## src/rtl/inst_fetch.sv

```systemverilog
// inst_fetch: PC generation and instruction fetch ahead of decode.
// Issues in-order word requests to instruction memory. Memory latency is
// absorbed by a 2-entry prefetch queue. {instruction, pc} pairs are handed
// to decode under a stall/valid handshake. Responses that were in flight
// when a redirect arrived are discarded.
//
// Ports:
//   clk, reset                    clock, asynchronous active-low reset
//   stall                         decode not accepting; head entry is held
//   redirect_valid, redirect_pc   taken branch/jump target from execute
//   inst_mem_req/ready/address    request channel to instruction memory
//   inst_mem_is_valid/read_data   in-order response channel
//   inst_valid, instruction       queue head to decode (NOP when empty)
//   inst_fetch_pc                 head PC, or last dequeued PC when empty
//   fetch_exception               sticky misaligned-redirect flag

// Protocol checker for the fetch queue and in-flight accounting.
module inst_fetch_chk (
  input logic       clk,
  input logic       reset,
  input logic       push_s,
  input logic [1:0] q_count_s,
  input logic       resp_s,
  input logic [1:0] outstanding_s
);
  // A kept response must always find room in the prefetch queue.
  assert property (@(posedge clk) disable iff (!reset) !(push_s && (q_count_s == 2'd2)));
  // Memory must never answer a request that was not issued.
  assert property (@(posedge clk) disable iff (!reset) !(resp_s && (outstanding_s == 2'd0)));
endmodule

module inst_fetch #(
  parameter logic [31:0] RESET = 32'h0000_0000,
  parameter logic [31:0] NOP   = 32'h0000_0013
) (
  input  logic        clk,
  input  logic        reset,
  input  logic        stall,
  input  logic        redirect_valid,
  input  logic [31:0] redirect_pc,
  output logic        inst_mem_req,
  input  logic        inst_mem_ready,
  output logic [31:0] inst_mem_address,
  input  logic        inst_mem_is_valid,
  input  logic [31:0] inst_mem_read_data,
  output logic        inst_valid,
  output logic [31:0] instruction,
  output logic [31:0] inst_fetch_pc,
  output logic        fetch_exception
);

  logic [31:0] fetch_pc_r;
  logic [31:0] q_inst_r [2];
  logic [31:0] q_pc_r [2];
  logic [1:0]  q_count_r;
  logic [31:0] if_pc_r [2];
  logic [1:0]  outstanding_r;
  logic [1:0]  discard_r;
  logic        exception_r;
  logic [31:0] last_pc_r;

  logic [2:0]  occupancy_s;
  logic        fire_s;
  logic        push_s;
  logic        pop_s;
  logic        drop_s;

  // Request credit, handshake events and decode-facing outputs.
  always_comb begin
    occupancy_s      = {1'b0, q_count_r} + {1'b0, outstanding_r};
    // Queued plus in-flight words never exceed the queue depth, so a response always fits.
    inst_mem_req     = reset && !exception_r && (occupancy_s < 3'd2) && !redirect_valid;
    inst_mem_address = fetch_pc_r;
    fire_s           = inst_mem_req && inst_mem_ready;
    drop_s           = inst_mem_is_valid && (discard_r != 2'd0);
    push_s           = inst_mem_is_valid && (discard_r == 2'd0) && !redirect_valid;
    pop_s            = (q_count_r != 2'd0) && !stall && !redirect_valid;
    inst_valid       = (q_count_r != 2'd0);
    fetch_exception  = exception_r;
    if (q_count_r != 2'd0) begin
      instruction   = q_inst_r[0];
      inst_fetch_pc = q_pc_r[0];
    end else begin
      instruction   = NOP;
      inst_fetch_pc = last_pc_r;
    end
  end

  // Fetch PC and sticky misaligned-redirect flag.
  always_ff @(posedge clk or negedge reset) begin
    if (!reset) begin
      fetch_pc_r  <= RESET;
      exception_r <= 1'b0;
    end else if (redirect_valid) begin
      // Target is loaded even when misaligned so it is visible for debug.
      fetch_pc_r <= redirect_pc;
      if (redirect_pc[1:0] != 2'b00) begin
        exception_r <= 1'b1;
      end else begin
        exception_r <= exception_r;
      end
    end else if (fire_s) begin
      fetch_pc_r <= fetch_pc_r + 32'd4;
    end else begin
      fetch_pc_r <= fetch_pc_r;
    end
  end

  // In-flight request PCs, outstanding count and post-redirect discard count.
  always_ff @(posedge clk or negedge reset) begin
    if (!reset) begin
      if_pc_r[0]    <= RESET;
      if_pc_r[1]    <= RESET;
      outstanding_r <= 2'd0;
      discard_r     <= 2'd0;
    end else begin
      case ({fire_s, inst_mem_is_valid})
        2'b10: begin
          if_pc_r[outstanding_r[0]] <= fetch_pc_r;
          outstanding_r             <= outstanding_r + 2'd1;
        end
        2'b01: begin
          if_pc_r[0]    <= if_pc_r[1];
          outstanding_r <= outstanding_r - 2'd1;
        end
        2'b11: begin
          if (outstanding_r == 2'd2) begin
            if_pc_r[0] <= if_pc_r[1];
            if_pc_r[1] <= fetch_pc_r;
          end else begin
            if_pc_r[0] <= fetch_pc_r;
          end
        end
        default: begin
          outstanding_r <= outstanding_r;
        end
      endcase
      // On redirect every word still in flight, including one landing now, is stale.
      if (redirect_valid) begin
        discard_r <= outstanding_r - {1'b0, inst_mem_is_valid};
      end else if (drop_s) begin
        discard_r <= discard_r - 2'd1;
      end else begin
        discard_r <= discard_r;
      end
    end
  end

  // Prefetch queue (entry 0 is the head) and last dequeued PC.
  always_ff @(posedge clk or negedge reset) begin
    if (!reset) begin
      q_inst_r[0] <= NOP;
      q_inst_r[1] <= NOP;
      q_pc_r[0]   <= RESET;
      q_pc_r[1]   <= RESET;
      q_count_r   <= 2'd0;
      last_pc_r   <= RESET;
    end else begin
      if (pop_s) begin
        last_pc_r <= q_pc_r[0];
      end else begin
        last_pc_r <= last_pc_r;
      end
      if (redirect_valid) begin
        q_count_r <= 2'd0;
      end else begin
        case ({push_s, pop_s})
          2'b10: begin
            q_inst_r[q_count_r[0]] <= inst_mem_read_data;
            q_pc_r[q_count_r[0]]   <= if_pc_r[0];
            q_count_r              <= q_count_r + 2'd1;
          end
          2'b01: begin
            q_inst_r[0] <= q_inst_r[1];
            q_pc_r[0]   <= q_pc_r[1];
            q_count_r   <= q_count_r - 2'd1;
          end
          2'b11: begin
            if (q_count_r == 2'd2) begin
              q_inst_r[0] <= q_inst_r[1];
              q_pc_r[0]   <= q_pc_r[1];
              q_inst_r[1] <= inst_mem_read_data;
              q_pc_r[1]   <= if_pc_r[0];
            end else begin
              q_inst_r[0] <= inst_mem_read_data;
              q_pc_r[0]   <= if_pc_r[0];
            end
          end
          default: begin
            q_count_r <= q_count_r;
          end
        endcase
      end
    end
  end

  inst_fetch_chk u_chk (
    .clk           (clk),
    .reset         (reset),
    .push_s        (push_s),
    .q_count_s     (q_count_r),
    .resp_s        (inst_mem_is_valid),
    .outstanding_s (outstanding_r)
  );

endmodule

```

## config.mk

```make
export PLATFORM = sky130hd
export DESIGN_NAME = inst_fetch
export DESIGN_NICKNAME = d
export VERILOG_FILES = /design/src/rtl/inst_fetch.sv
export SDC_FILE = /design/constraint.sdc
export NUM_CORES = 1
export LEC_CHECK = 0
export ABC_CLOCK_PERIOD_IN_PS = 6100
export CORE_AREA = 2 2 149 151
export DETAILED_ROUTE_END_ITERATION = 10
export DIE_AREA = 0 0 151 153
export PLACE_DENSITY = 0.83
export SYNTH_ARGS = -nofsm -noshare
export SYNTH_HDL_FRONTEND = slang
export SYNTH_SLANG_ARGS = --single-unit
```

## constraint.sdc

```tcl
create_clock -name clk -period 6.1 [get_ports clk]
set_input_delay 1.22 -clock clk [delete_from_list [all_inputs] [get_ports clk]]
set_output_delay 1.22 -clock clk [all_outputs]
set_load 0.01 [all_outputs]
```

==> results.sh, run 1 <==
export IMPL_hold_violations=0
export IMPL_min_period_ns=4.10
export IMPL_dieArea_sq_um=23100
export IMPL_slowest_delay_ns=0.97
export IMPL_drive_above_1_share_pct=14.7
export IMPL_final_core_util_pct=68.3
export IMPL_gr_total_overflow=0
export IMPL_antenna_found_initial=0
export IMPL_status="finished clean"
export IMPL_routed_wl_mm=26.6
export IMPL_root_buffer="clkbuf_16"
export IMPL_ios=169
export IMPL_fill_cells=1541
export IMPL_clock_sinks=263
export IMPL_path_buf_inv=1
export IMPL_design_area_sq_um=14700
export IMPL_vias=8741
export IMPL_swShare_pct=31.2
export IMPL_rows=54
export IMPL_holdWs_ns=0.464
export IMPL_nets=1267
export IMPL_min_path_type="register to register"
export IMPL_critPathSlowestCell="o21a_1"
export IMPL_area_growth_syn_to_layout_pct=22.3
export IMPL_grt_use_total_pct=23.4
export IMPL_die_w_microns=151
export IMPL_cts_resized_gates=0
export IMPL_drc=0
export IMPL_slew_limit_headroom_pct=18.6
export IMPL_grt_max_degree=77
export IMPL_critPathMaxFanout=32
export IMPL_coreArea_sq_um=21500
export IMPL_synth_top_family_by_area="multiplexers"
export IMPL_dp_hpwl_mm=17.2
export IMPL_path_depth=9
export IMPL_ys_seq_area_share_pct=54.9
export IMPL_synth_compound_area_share_pct=13.3
export IMPL_min_path_cells=2
export IMPL_worstPathRequired_ns=6.54
export IMPL_synth_mux_area_share_pct=15.4
export IMPL_syn_inst=1052
export IMPL_synthSimpleGateAreaFrac_pct=11.0
export IMPL_cts_htree_levels=1
export IMPL_worst_r2r_cell_count=9
export IMPL_numCtsBuffers=26
export IMPL_cp_start_kind="register"
export IMPL_clk_latency_ns=0.52
export IMPL_syn_area_per_cell_sq_um=11.4
export IMPL_wl_per_cell_microns=17.9
export IMPL_maxSlewViolCount=0
export IMPL_start_util_pct=55.8
export IMPL_cts_clk_slew_worst_paths_ns=0.06
export IMPL_post_cts_buffers=0
export IMPL_combPwrFrac_pct=29.6
export IMPL_drt_iter0_drc=615
export IMPL_placed_area_sq_um=13800
export IMPL_dp_slack_ns=1.74
export IMPL_netlist_area_sq_um=12000
export IMPL_cp_arrival_ns=4.54
export IMPL_power_density_nw_per_um2=421
export IMPL_p_sw_uw=1920
export IMPL_setup_violations=0
export IMPL_p_int_uw=4250
export IMPL_end_kind="register"
export IMPL_synth_edf_count=0
export IMPL_portBuffers=168
export IMPL_min_period_over_period_pct=67.3
export IMPL_path_delay_family="compound AO/OA/AOI/OAI gates"
export IMPL_routabilityCongestion=0.848
export IMPL_synth_adder_area_share_pct=1.00
export IMPL_dieHeight_microns=153
export IMPL_setup_ws_ns=2.00
export IMPL_grt_pass1_vias=8602
export IMPL_vias_per_cell=5.88
export IMPL_worst_pin_slew_ns=1.22
export IMPL_fmax_mhz=244
export IMPL_clock_power_share_pct=25.8
export IMPL_async_flop_share_pct=100
export IMPL_tns_ns=0
export IMPL_power_leakage_uw=0.00668
export IMPL_cts_tree="yes"
export IMPL_antenna_cells=0
export IMPL_synth_distinct_cells=57
export IMPL_irDropWorstVdd_mv=0.276
export IMPL_antenna_left=0
export IMPL_ys_ff_latch=263
export IMPL_finClkSkew_ns=0.00986
export IMPL_path_class="register to register"
export IMPL_maxCapViolCount=0
export IMPL_power_frac_seq_pct=44.6
export IMPL_grt_pass1_wl_mm=44.2
export IMPL_firstDrtPassIters=5
export IMPL_synth_main_ff_cell="dfrtp_1"
export IMPL_worstPathCellList="and2_1, fa_1, nor4b_4, nand2_2, inv_2, ha_1, o21a_1, a22oi_1, a21oi_1"
export IMPL_cts_hold_buffers=0
export IMPL_clock_path_buffers=3
export IMPL_synth_fp_nets=1131
export IMPL_synthXorXnorAreaFrac_pct=1.09
export IMPL_ys_warn_count=0
export IMPL_rsz0062_at_grt="no"
==> area by class of cell <==
cell class | instances | area, sq um | area share (%)
sequential | 263 | 6590 | 44.9
multi-input combinational | 704 | 5050 | 34.4
timing repair buffer | 183 | 1790 | 12.2
clock buffer | 41 | 768 | 5.24
tap | 280 | 350 | 2.39
clock inverter | 6 | 80.1 | 0.546
inverter | 10 | 37.5 | 0.256
==> flip-flops by register name (all words and copies together), names as in the netlist <==
signal and count:
discard_r 2, q_pc_r 64, q_count_r 2, fetch_exception 1, last_pc_r 32, q_inst_r 64, inst_mem_address 32, if_pc_r 64
outstanding_r 2
==> final timing paths <==
| path | slack [ns] | end | startpoint |
|---|---|---|---|
| min reg2reg | 0.46 | q_inst_r[32] | q_inst_r[32] |
| max reg2reg | 2.00 | if_pc_r[57] | q_count_r[0] |
| max | 2.00 | if_pc_r[57] | q_count_r[0] |
| min | 0.46 | q_inst_r[32] | q_inst_r[32] |
| min in group asynchronous | 0.59 | inst_mem_address[22] | reset |
| max in group asynchronous | 3.47 | q_inst_r[24] | reset |
==> synthesized netlist by cell type, types with 2 or more instances <==
cell	count	area share, %
o21ai_0	24	1.0
mux2_2	102	9.6
and3_1	4	0.21
and2_1	30	1.6
nor4_1	3	0.16
nand4_4	2	0.35
nor3_1	5	0.21
xor2_1	8	0.58
a31oi_1	2	0.10
a41oi_1	2	0.15
nor2b_1	5	0.26
nand2_1	102	3.2
o21ai_1	64	2.7
clkbuf_1	36	1.1
nand3b_1	4	0.25
dfstp_2	6	1.3
buf_1	5	0.16
nor2_1	52	1.6
buf_4	7	0.44
inv_1	9	0.28
nor3b_1	2	0.13
o311ai_0	2	0.15
mux2_1	60	5.6
or4_1	2	0.13
ha_1	8	0.83
nand2b_1	7	0.36
a22oi_1	99	6.2
a32oi_1	4	0.29
or3_1	3	0.16
xnor2_1	7	0.51
o211ai_1	7	0.44
mux2i_1	2	0.17
nand3_1	18	0.75
or3b_1	2	0.15
dfrtp_1	257	54
buf_2	24	1.0
a21oi_1	42	1.8
nand4_1	13	0.68
a221o_1	2	0.17
buf_6	2	0.19
==> layer usage <==
metal / part of all wire [%] / vias to the layer above / GRT usage [%] / wire length (microns)
li1: - / 4063 / - / -
met1: 45 / 4319 / 35.2 / 11900
met2: 47 / 319 / 36.2 / 12600
met3: 6.3 / 40 / 3.01 / 1690
met4: 1.9 / 0 / 6.45 / 499
met5: 0 / - / 0 / 0
==> through the flow <==
| stage | instances | power, uW |
|---|---|---|
| 2_1_floorplan | 1052 | 3810 |
| 3_3_place_gp | 1440 | 4500 |
| 3_5_place_dp | 1440 | 4600 |
| 4_1_cts | 1487 | 6210 |
| 5_1_grt | 1487 | 6540 |
| 6_report | 1487 | 6170 |
==> kinds of logic after synthesis <==
logic type / after synthesis
compound gates: 254
xor+xnor: 15
fa+ha+maj: 9
buf+inv: 85
flops: 263
mux: 164
simple gates: 262
==> worst register-to-register path, delay by kind of cell, from the launching register on <==
| kind | cells | cell delay [ns] |
|---|---|---|
| adders and majority gates | 2 | 0.75 |
| DFF | 1 | 0.65 |
| buffers and inverters | 1 | 0.41 |
| and+or+nand+nor | 3 | 0.84 |
| AOI/OAI and AO/OA | 3 | 1.37 |
==> power groups by stage <==
stage	sequential (uW)	combinational [uW]	clock, uW
3_5_place_dp	2770	1840	0
2_1_floorplan	2630	1180	0
6_report	2750	1830	1590
3_3_place_gp	2720	1780	0
4_1_cts	2750	1850	1610
5_1_grt	2830	2030	1680
==> layout by cell type (no fill, tap or decap), types with 3 or more instances in the layout <==
| cell type | count |
|---|---|
| or3_1 | 3 |
| nor2b_1 | 5 |
| mux2_1 | 60 |
| inv_1 | 9 |
| buf_4 | 15 |
| nand3_1 | 18 |
| clkbuf_1 | 10 |
| clkdlybuf4s50_1 | 166 |
| nor2_1 | 51 |
| o21ai_1 | 63 |
| nand3b_1 | 4 |
| ha_1 | 8 |
| o211ai_1 | 7 |
| xor2_1 | 8 |
| clkbuf_16 | 27 |
| a22oi_1 | 99 |
| and2_1 | 30 |
| nor4_1 | 3 |
| and3_1 | 4 |
| nand4_1 | 13 |
| dfrtp_1 | 257 |
| nand2_1 | 102 |
| a21oi_1 | 42 |
| mux2_2 | 102 |
| a32oi_1 | 4 |
| o21ai_0 | 24 |
| nor3_1 | 5 |
| xnor2_1 | 7 |
| clkbuf_8 | 4 |
| clkinv_2 | 4 |
| nand2b_1 | 7 |
| dfstp_2 | 6 |
Note: power is estimated with default switching activity, not from simulation.
==> run 2: changes to the inputs <==
- ABC_CLOCK_PERIOD_IN_PS: 6100 -> 3600
- CORE_AREA: 2 2 149 151 -> 2 2 158 160
- DIE_AREA: 0 0 151 153 -> 0 0 160 162
- PLACE_DENSITY: 0.83 -> 0.78
- clock period: 6.1 -> 3.6 ns (I/O delays scaled with it)
==> run 2 against run 1 <==
  * Combinational power grew 73%
  * Clock power rose by 76%
  * Die area grew 12%
  * Clock skew shrank 0.0031 ns
  * Non-clock buffer count is 9 higher
  * Highest routed layer unchanged
  * Flip-flop and latch count unchanged
  * Core utilization fell by 6.6 points
  * Worst hold slack worse by 0.14 ns
  * Sequential power is 68% higher
  * Largest power group unchanged
  * Power grew 72%
  * Via count down 1.2%
==> results.sh, run 2 (synthesis results as in run 1) <==
export IMPL_status="finished clean"
export IMPL_antenna_left=0
export IMPL_drive_above_1_share_pct=16.2
export IMPL_design_area_sq_um=14900
export IMPL_drc=0
export IMPL_critPathMaxFanout=7
export IMPL_reg2reg_setup_slack_ns=0.27
export IMPL_die_w_microns=160
export IMPL_worstPathRequired_ns=2.88
export IMPL_setup_ws_ns=0.163
export IMPL_maxCapViolCount=0
export IMPL_rows=57
export IMPL_maxSlewViolCount=0
export IMPL_tns_ns=0
export IMPL_dp_slack_ns=0.274
export IMPL_grt_max_degree=74
export IMPL_vias_per_cell=5.60
export IMPL_dp_hpwl_mm=17.7
export IMPL_firstDrtPassIters=4
export IMPL_vias=8635
export IMPL_final_common_cell="dfrtp_1"
export IMPL_setup_violations=0
export IMPL_ios=169
export IMPL_power_leakage_uw=0.00677
export IMPL_rr_endpoint="if_pc_r[57]"
export IMPL_grt_use_total_pct=20.8
export IMPL_hold_violations=0
export IMPL_nets=1277
export IMPL_clk_latency_ns=0.53
export IMPL_power_density_nw_per_um2=712
export IMPL_slew_limit_headroom_pct=20.5
export IMPL_holdWs_ns=0.327
export IMPL_worst_r2r_cell_count=9
export IMPL_cts_resized_gates=0
export IMPL_cp_start_kind="register"
export IMPL_cp_arrival_ns=2.72
export IMPL_clock_sinks=263
export IMPL_irDropWorstVdd_mv=0.316
export IMPL_root_buffer="clkbuf_16"
export IMPL_path_class="register to output pin"
export IMPL_cts_clk_slew_worst_paths_ns=0.06
export IMPL_dieArea_sq_um=25900
export IMPL_cts_htree_levels=1
export IMPL_rsz0062_at_grt="no"
export IMPL_cts_tree="yes"
export IMPL_portBuffers=168
export IMPL_routed_wl_mm=26.8
export IMPL_gr_total_overflow=0
export IMPL_routabilityCongestion=0.823
export IMPL_min_path_type="input pin to asynchronous set/reset pin"
export IMPL_grt_pass1_wl_mm=44.6
export IMPL_start_util_pct=49.8
export IMPL_end_kind="output pin"
export IMPL_post_cts_buffers=0
export IMPL_worstReg2RegStart="outstanding_r[0]"
export IMPL_wl_per_cell_microns=17.4
export IMPL_antenna_found_initial=1
export IMPL_finClkSkew_ns=0.00676
export IMPL_final_cell_mix="dfrtp_1 (257), clkdlybuf4s50_1 (166), mux2_2 (102), nand2_1 (102), a22oi_1 (99)"
export IMPL_min_period_over_period_pct=95.5
export IMPL_numCtsBuffers=27
export IMPL_drt_iter0_drc=695
export IMPL_top_regs="if_pc_r: 64 flops, q_inst_r: 64 flops, q_pc_r: 64 flops"
export IMPL_clock_path_buffers=3
export IMPL_cts_hold_buffers=0
export IMPL_coreArea_sq_um=24100
export IMPL_grt_pass1_vias=8704
export IMPL_min_period_ns=3.44
export IMPL_area_growth_syn_to_layout_pct=24.0
export IMPL_final_core_util_pct=61.7
export IMPL_dieHeight_microns=162
export IMPL_placed_area_sq_um=14000
export IMPL_fmax_mhz=291
export IMPL_worst_pin_slew_ns=1.19
[run 2: area by class of cell]
type / instances / area [sq um]
Multi-Input combinational cell: 704 / 5050
Inverter: 10 / 37.5
Clock buffer: 34 / 772
Antenna cell: 1 / 2.50
Sequential cell: 263 / 6590
Clock inverter: 14 / 136
Tap cell: 324 / 405
Timing Repair Buffer: 192 / 1890
Fill cell: 1982 / 9220
[run 2: how the worst max path moves through the flow]
stage | startpoint | to | slack (ns) | cells past startpoint
2_1_floorplan | q_count_r[0] | if_pc_r[10] | 0.39 | 12
3_3_place_gp | inst_mem_is_valid | if_pc_r[57] | 0.36 | 6
3_5_place_dp | inst_mem_is_valid | if_pc_r[57] | 0.27 | 6
4_1_cts | outstanding_r[0] | inst_mem_req | 0.14 | 5
5_1_grt | outstanding_r[0] | inst_mem_req | 0.03 | 5
6_report | outstanding_r[0] | inst_mem_req | 0.16 | 5
[run 2: worst max-delay path, stage by stage, from the launching register on]
cell and delay [ns]:
dfrtp_1 0.47, and2_1 0.21, fa_1 0.49, nor4b_4 0.27, nor2b_1 0.20, clkdlybuf4s50_1 0.56
[run 2: where the power goes]
group | total [uW] | switching [uW] | internal (uW)
Clock | 2800 | 1140 | 1660
Combinational | 3160 | 1500 | 1660
Sequential | 4630 | 655 | 3980
[run 2: routing by layer]
layer | global-route usage, % | part of all wire [%] | vias to the layer above
met1 | 30.9 | 48 | 4249
met2 | 31.7 | 45 | 275
met3 | 3.73 | 5.9 | 28
met5 | 0 | 0 | -
li1 | - | - | 4083
met4 | 5.45 | 1.4 | 0
[run 2: through the flow]
step / power (uW) / cells
3_5_place_dp: 7850 / 1493
4_1_cts: 10700 / 1541
5_1_grt: 11300 / 1542
3_3_place_gp: 7690 / 1493
6_report: 10600 / 1542
2_1_floorplan: 6460 / 1052
==> run 3: changes to the inputs <==
- SETUP_SLACK_MARGIN: unset -> 0.2
==> run 3 against run 2 <==
  * Sequential power is essentially flat
  * Flip-flop and latch count did not move
  * Worst hold slack got worse by 0.00070 ns
  * Core utilization is essentially flat
  * Setup slack improved by 0.23 ns
  * Register-to-register slack improved by 0.23 ns
  * Sequential share of layout area hardly changed
  * Power about the same
  * Die area is the same
  * Non-clock buffer count did not move
  * Clock power about the same
  * Critical endpoint is now instruction[9]
  * Largest power group unchanged
==> results.sh, run 3 (synthesis results as in run 1) <==
export IMPL_status="finished clean"
export IMPL_maxSlewViolCount=0
export IMPL_root_buffer="clkbuf_16"
export IMPL_dieArea_sq_um=25900
export IMPL_cts_hold_buffers=0
export IMPL_final_cell_mix="dfrtp_1 (256), clkdlybuf4s50_1 (165), mux2_2 (102), nand2_1 (102), a22oi_1 (99)"
export IMPL_irDropWorstVdd_mv=0.316
export IMPL_rsz0062_at_grt="no"
export IMPL_end_kind="output pin"
export IMPL_grt_pass1_wl_mm=44.6
export IMPL_cts_tree="yes"
export IMPL_reg2reg_setup_slack_ns=0.50
export IMPL_numCtsBuffers=27
export IMPL_routed_wl_mm=26.7
export IMPL_min_period_over_period_pct=89.1
export IMPL_placed_area_sq_um=14000
export IMPL_post_cts_buffers=0
export IMPL_vias_per_cell=5.59
export IMPL_fmax_mhz=312
export IMPL_holdWs_ns=0.327
export IMPL_path_class="register to output pin"
export IMPL_clk_latency_ns=0.53
export IMPL_grt_use_total_pct=20.8
export IMPL_wl_per_cell_microns=17.3
export IMPL_start_util_pct=49.8
export IMPL_vias=8627
export IMPL_min_path_type="input pin to asynchronous set/reset pin"
export IMPL_top_regs="if_pc_r: 64 flops, q_inst_r: 64 flops, q_pc_r: 64 flops"
export IMPL_critPathLaunch="q_count_r[0]"
export IMPL_maxCapViolCount=0
export IMPL_crit_path_end="instruction[9]"
export IMPL_gr_total_overflow=0
export IMPL_worst_r2r_cell_count=11
export IMPL_worstReg2RegStart="outstanding_r[0]"
export IMPL_grt_max_degree=74
export IMPL_cts_clk_slew_worst_paths_ns=0.06
export IMPL_multi_input_area_sq_um=5050
export IMPL_finClkSkew_ns=0.00711
export IMPL_final_core_util_pct=61.7
export IMPL_regArea_sq_um=6590
export IMPL_antenna_left=0
export IMPL_rows=57
export IMPL_fill_cells=1983
export IMPL_cp_start_kind="register"
export IMPL_tns_ns=0
export IMPL_drive_above_1_share_pct=16.4
export IMPL_coreArea_sq_um=24100
export IMPL_drc=0
export IMPL_drt_iter0_drc=697
export IMPL_final_common_cell="dfrtp_1"
export IMPL_power_density_nw_per_um2=712
export IMPL_power_leakage_uw=0.00677
export IMPL_ios=169
export IMPL_antenna_found_initial=1
export IMPL_dieHeight_microns=162
export IMPL_slew_limit_headroom_pct=40.2
export IMPL_nets=1277
export IMPL_dp_hpwl_mm=17.7
export IMPL_rr_endpoint="if_pc_r[18]"
export IMPL_cp_arrival_ns=2.49
export IMPL_design_area_sq_um=14900
export IMPL_worstPathRequired_ns=2.88
export IMPL_worst_pin_slew_ns=0.898
export IMPL_total_power_uw=10600
export IMPL_clock_path_buffers=3
export IMPL_grt_pass1_vias=8704
export IMPL_clock_sinks=263
export IMPL_cts_htree_levels=1
export IMPL_setup_violations=0
export IMPL_critPathMaxFanout=34
export IMPL_hold_violations=0
export IMPL_area_growth_syn_to_layout_pct=24.0
export IMPL_die_w_microns=160
export IMPL_portBuffers=168
export IMPL_min_period_ns=3.21
export IMPL_firstDrtPassIters=5
export IMPL_routabilityCongestion=0.823
==> run 3: cell count changes in the layout (fill, tap and decap cells not counted), sizes merged <==
cell and delta:
clkdlybuf4s50 -1, dlygate4sd2 +1
==> run 3: what timing repair did <==
item | in CTS | in global routing
gates cloned | 0 | 0
setup endpoints to repair | 1 | 31
gates resized for setup | 2 | 1
==> run 3: worst min path at each step <==
stage	start	endpoint
6_report	reset	q_count_r[0]
5_1_grt	reset	if_pc_r[45]
4_1_cts	reset	q_count_r[0]
3_5_place_dp	q_inst_r[32]	q_inst_r[32]
3_3_place_gp	q_inst_r[36]	q_inst_r[36]
2_1_floorplan	reset	discard_r[0]
==> run 3: metal layers <==
metal  track usage, %  up-vias  routed length (microns)
li1                 -     4083                        -
met1             30.9     4235                    12600
met2             31.7      281                    12000
met3             3.73       28                     1680
met4             5.45        0                      384
met5                0        -                        0
==> run 3: report_power, final <==
group	internal [uW]	switching (uW)
clock	1660	1140
combinational	1660	1500
sequential	3980	654
total	7300	3300
==> run 3: cell type report <==
class | count | share of cell area (%)
Sequential cell | 263 | 44.3
Multi-Input combinational cell | 704 | 34.0
Timing Repair Buffer | 192 | 12.7
Clock buffer | 34 | 5.19
Tap cell | 324 | 2.72
Clock inverter | 14 | 0.916
Inverter | 10 | 0.252
Antenna cell | 1 | 0.0168
==> run 3: per-stage QoR <==
step | setup slack, ns | instances
4_1_cts | 0.294 | 1541
3_3_place_gp | 0.359 | 1493
6_report | 0.392 | 1542
2_1_floorplan | 0.389 | 1052
3_5_place_dp | 0.274 | 1493
5_1_grt | 0.245 | 1542
==> run 3: critical path, cell delays in order, from the launching register on <==
cell and delay, ns:
dfrtp_1 0.39, buf_4 0.22, nor2_2 0.07, buf_12 0.19, inv_1 0.06, buf_4 0.27, and2_1 0.19, clkdlybuf4s50_1 0.54
